==> src/rtl/div_req_tracker.sv <==
// In-order tracker of divider requests. It records each issued operand vector with a
// timestamp and presents the oldest one, with its age and sticky error flags, to the checker.
module div_req_tracker #(
  parameter int WIDTH   = 64,
  parameter int DEPTH   = 4,
  parameter int MAX_LAT = 80
) (
  input  logic                       clk,
  input  logic                       rst_n,
  input  logic                       flush_i,
  input  logic                       req_valid_i,
  input  logic                       req_ready_i,
  input  logic [WIDTH-1:0]           req_data_i,
  input  logic                       rsp_valid_i,
  input  logic                       rsp_ready_i,
  output logic                       head_valid_o,
  output logic [WIDTH-1:0]           head_data_o,
  output logic [15:0]                head_age_o,
  output logic [$clog2(DEPTH):0]     count_o,
  output logic                       err_spurious_o,
  output logic                       err_overflow_o,
  output logic                       err_timeout_o
);

  localparam int AW = $clog2(DEPTH);
  localparam logic [AW:0]   FULL_CNT  = (AW+1)'(DEPTH);
  localparam logic [AW:0]   CNT_ONE   = (AW+1)'(1);
  localparam logic [AW-1:0] PTR_ONE   = AW'(1);
  localparam logic [15:0]   MAX_LAT_W = 16'(MAX_LAT);

  logic [WIDTH-1:0] data_q [DEPTH];
  logic [15:0]      ts_q   [DEPTH];
  logic [AW-1:0]    wr_ptr_q, wr_ptr_d;
  logic [AW-1:0]    rd_ptr_q, rd_ptr_d;
  logic [AW:0]      count_q, count_d;
  logic [15:0]      cyc_q;
  logic             err_spurious_q, err_spurious_d;
  logic             err_overflow_q, err_overflow_d;
  logic             err_timeout_q, err_timeout_d;

  logic push, pop, empty, full;
  logic push_ok, pop_ok;
  logic head_valid;
  logic [15:0] head_age;

  assign push  = req_valid_i & req_ready_i;
  assign pop   = rsp_valid_i & rsp_ready_i;
  assign empty = (count_q == '0);
  assign full  = (count_q == FULL_CNT);

  assign head_valid = ~empty;
  assign head_age   = head_valid ? (cyc_q - ts_q[rd_ptr_q]) : 16'd0;

  // A pop on a full FIFO frees the slot the same-cycle push lands in, so that push is legal.
  always_comb begin
    wr_ptr_d       = wr_ptr_q;
    rd_ptr_d       = rd_ptr_q;
    count_d        = count_q;
    push_ok        = 1'b0;
    pop_ok         = 1'b0;
    err_spurious_d = err_spurious_q;
    err_overflow_d = err_overflow_q;
    err_timeout_d  = err_timeout_q | (head_valid & (head_age >= MAX_LAT_W));
    if (flush_i) begin
      wr_ptr_d = '0;
      rd_ptr_d = '0;
      count_d  = '0;
    end else begin
      pop_ok  = pop & ~empty;
      push_ok = push & (~full | pop_ok);
      if (pop & empty)
        err_spurious_d = 1'b1;
      if (push & full & ~pop)
        err_overflow_d = 1'b1;
      if (push_ok)
        wr_ptr_d = wr_ptr_q + PTR_ONE;
      if (pop_ok)
        rd_ptr_d = rd_ptr_q + PTR_ONE;
      case ({push_ok, pop_ok})
        2'b10:   count_d = count_q + CNT_ONE;
        2'b01:   count_d = count_q - CNT_ONE;
        default: count_d = count_q;
      endcase
    end
  end

  always_ff @(posedge clk or negedge rst_n) begin
    if (!rst_n) begin
      wr_ptr_q       <= '0;
      rd_ptr_q       <= '0;
      count_q        <= '0;
      cyc_q          <= '0;
      err_spurious_q <= 1'b0;
      err_overflow_q <= 1'b0;
      err_timeout_q  <= 1'b0;
    end else begin
      wr_ptr_q       <= wr_ptr_d;
      rd_ptr_q       <= rd_ptr_d;
      count_q        <= count_d;
      cyc_q          <= cyc_q + 16'd1;
      err_spurious_q <= err_spurious_d;
      err_overflow_q <= err_overflow_d;
      err_timeout_q  <= err_timeout_d;
    end
  end

  // Storage is cleared on reset only so head_data reads 0 rather than X before the first push.
  always_ff @(posedge clk or negedge rst_n) begin
    if (!rst_n) begin
      for (int i = 0; i < DEPTH; i++) begin
        data_q[i] <= '0;
        ts_q[i]   <= '0;
      end
    end else if (push_ok) begin
      data_q[wr_ptr_q] <= req_data_i;
      ts_q[wr_ptr_q]   <= cyc_q;
    end
  end

  assign head_valid_o   = head_valid;
  assign head_data_o    = data_q[rd_ptr_q];
  assign head_age_o     = head_age;
  assign count_o        = count_q;
  assign err_spurious_o = err_spurious_q;
  assign err_overflow_o = err_overflow_q;
  assign err_timeout_o  = err_timeout_q;

endmodule

==> config.mk <==
export PLATFORM = sky130hd
export DESIGN_NAME = div_req_tracker
export DESIGN_NICKNAME = d
export VERILOG_FILES = /design/src/rtl/div_req_tracker.sv
export SDC_FILE = /design/constraint.sdc
export NUM_CORES = 1
export LEC_CHECK = 0
export ABC_AREA = 1
export CORE_ASPECT_RATIO = 0.5
export CORE_MARGIN = 2
export CORE_UTILIZATION = 40
export CTS_CLUSTER_SIZE = 25
export DETAILED_ROUTE_END_ITERATION = 7
export SETUP_SLACK_MARGIN = 0.2
export SYNTH_ARGS = -nofsm -noshare
export SYNTH_HDL_FRONTEND = slang
export SYNTH_SLANG_ARGS = --single-unit
==> constraint.sdc <==
create_clock -name clk -period 6.49 [get_ports clk]
set_input_delay 1.947 -clock clk [delete_from_list [all_inputs] [get_ports clk]]
set_output_delay 1.947 -clock clk [all_outputs]
set_load 0.02 [all_outputs]
==> impl_results.md <==
* Synth Cell Area at 16,800 um^2
* RSZ-0062 raised after global routing: false
* Clock Root Buffer: clkbuf_16
* Starting Density at 0.403
* Largest net degree at the start of global routing at 105
* Cts hold-fix bufs at 0
* TritonRoute pass-1 iters at 4
* Vias/cell at 5.18
* Syn Nets at 1,651
* Max Clock Freq at 0.171 GHz
* CP endpoint kind: output pin
* Final critical-path required period at 5.86 ns
* Reg clk slew, reported paths at 0.06 ns
* Share of synthesized registers carrying an async set or reset at 1.00
* Synth Flop Type: dfrtp_1
* H-tree depth at 2
* Largest family of logic cells by synthesized area: multiplexers
* Leakage at 9.24 nW
* Final Wtd Congestion at 0.846
* CP Max Fanout at 23
* Yosys warns at 0
* I/O pin count at 158
* Clock Path Buffers at 3
* Cells after synthesis at 1,558
* TritonCTS clock tree: done
* Routed length per instance at 17.7 um
* Synth Area in XOR/XNOR at 0.00781
* Vias in the first global route at 11,700
* Power Density at 368 nW/um^2
* Worst path top cell family by delay: buffers and inverters
* CORE AREA at 41,700 um^2
* DP HPWL at 23.8 mm
* Peak supply drop at 0.000160 V
* Setup_tns at 0 ns
* Nets@finish at 1,773
* Skew final at 0.0193 ns
* Non-Filler Instances at 2,252
* Die area at 43,800 um^2
* Post-synthesis mux area share at 0.201
* Worst setup path class: flop to output pin
* Clk_lat worst skew at 0.53 ns
* Crit-path slowest cell: dfrtp_2
* Buf/Inv on CP at 3
* Outcome: complete, no violations
* Die X-Extent at 294 um
* Global-route usage over all layers at 0.185
* Cell Chain, Critical Path: inv_2 > o21ai_0 > o22ai_1 > ha_1 > fa_1 > inv_1 > nand2_1 > nand3_1 > nand3_1 > nand2_1 > nand2_1 > nand3_1 > nand2_1 > nor2_1 > clkdlybuf4s50_1
* Routed wire length at 39.8 mm
* Post-synthesis sequential area ratio at 0.515
* Clock sinks at 346
* Adder-Cell Fraction of Synth Area at 0.0173
* Post-synthesis to final-layout area growth at 17.9%
* Row count at 53
* Hold Crit Class: flop to flop
* Antenna violations before repair at 2
* Antenna Nets Post-Route at 0
* Max-cap violations at 0
* Worst path required time at 4.54 ns
* Final Cycle Share at 0.903
* Worst path most repeated cell: nand2_1
* Post-synth EDFFs at 0
* Placed insts at 2,193
* FF+latch count, synth at 346
* Syn Area/Cell at 10.8 um^2
* TritonCTS Buffers at 34
* Relative slew slack at 0.434
* Post-Synth Simple-Gate Area at 0.0979
* Worst slew pin tran at 0.849 ns
* Vias at 11,700
* First-pass GRT wire length at 64.5 mm
* Share of cells above drive strength 1 at 0.217
* Max-slew violations at 0
* DRC at 0
* CP max stage delay at 0.65 ns
* Die Y at 149 um
* GR Overflow Total at 0
* Number of DRC markers in iteration 0 at 643
* Setup-failing EPs final at 0
* Synth Area in Compound Gates at 0.103
* Commonest non-fill, non-tap cell in the layout: dfrtp_1
* CP arrival at 3.91 ns
* PortBufs at 157
* Resized cells post-CTS at 0
* Library cells used by synthesis at 43
* Fin. Hold Viols at 0
* Fin util at 0.475
* Most frequent cells in the layout: 344 x dfrtp_1, 204 x mux2_2, 189 x o21ai_0, 162 x nand2_1
* Setup repair bufs after CTS at 0
* CP Launch Type: flop
## final timing paths
| check | slack [ns] | startpoint | endpoint | cells after the start |
|---|---|---|---|---|
| max reg2reg | 3.42 | rd_ptr_q[1] | err_timeout_o | 15 |
| max | 0.63 | rd_ptr_q[1] | head_age_o[14] | 15 |
| min in group asynchronous | 1.47 | rst_n | data_q[237] | 1 |
| min reg2reg | 0.46 | err_spurious_o | err_spurious_o | 2 |
| max in group asynchronous | 3.85 | rst_n | data_q[7] | 2 |
| min | 0.46 | err_spurious_o | err_spurious_o | 2 |
## cell families (layout without fill, tap and decap cells)
kind of cell | count (synthesis) | after routing
fa+ha+maj | 22 | 22
compound gates | 319 | 319
simple gates | 382 | 382
buf+inv | 198 | 340
flops | 346 | 346
xor+xnor | 15 | 15
mux | 276 | 276
other cells | 0 | 2
## flip-flops by register name, indices dropped and copies added, names as in the netlist
name and flops:
cyc_q 16, err_overflow_o 1, rd_ptr_q 2, wr_ptr_q 2, ts_q 64, err_timeout_o 1
err_spurious_o 1, data_q 256, count_o 3
## report_power, final
group / leakage [nW] / total [mW] / switching (mW) / internal, mW
registers: 4.43 / 2.86 / 0.240 / 2.62
logic: 4.28 / 2.51 / 1.30 / 1.21
clock network: 0.533 / 1.94 / 0.830 / 1.11
total: 9.24 / 7.30 / 2.37 / 4.94
## tightest hold or removal path: stages, from the launching register on
cell and delay, ns:
dfrtp_1 0.34, inv_1 0.04, o31ai_1 0.05
## Yosys cell counts, drive strengths merged (3+ instances only)
cell type	n	share of area
a21oi	42	0.012
and2	3	0.0012
buf	48	0.025
clkbuf	45	0.010
dfrtp	346	0.51
ha	20	0.015
inv	105	0.023
mux2	276	0.20
nand2	164	0.038
nand3	40	0.013
nand4	5	0.0022
nor2	162	0.040
o21a	17	0.0076
o21ai	189	0.056
o22ai	66	0.025
xnor2	4	0.0021
xor2	11	0.0057
## area by class of cell
type	count	area (um^2)
Antenna cell	2	5.00
Clock buffer	49	998
Tap cell	550	688
Clock inverter	7	82.6
Timing Repair Buffer	179	1800
Multi-Input combinational cell	1014	7180
Sequential cell	346	8660
Inverter	105	397
Fill cell	3800	21900
## metal layers
| metal | vias to the layer above | wire length, um | global-route usage |
|---|---|---|---|
| met4 | 0 | 937 | 0.0510 |
| met5 | - | 0 | 0 |
| met2 | 164 | 19100 | 0.313 |
| li1 | 5555 | - | - |
| met3 | 64 | 1190 | 0.0258 |
| met1 | 5893 | 18600 | 0.250 |
## through the flow
stage	cell area, um^2	power (mW)	setup slack [ns]	hold slack [ns]
final	19800	7.30	0.632	0.460
after floorplan	16800	4.40	1.93	0.459
after CTS	19800	7.39	0.486	0.467
after global placement	18700	5.38	1.08	0.448
after global routing	19800	7.75	0.327	0.497
after detailed placement	18700	5.41	1.06	0.452
Note: power is estimated with default switching activity, not from simulation.
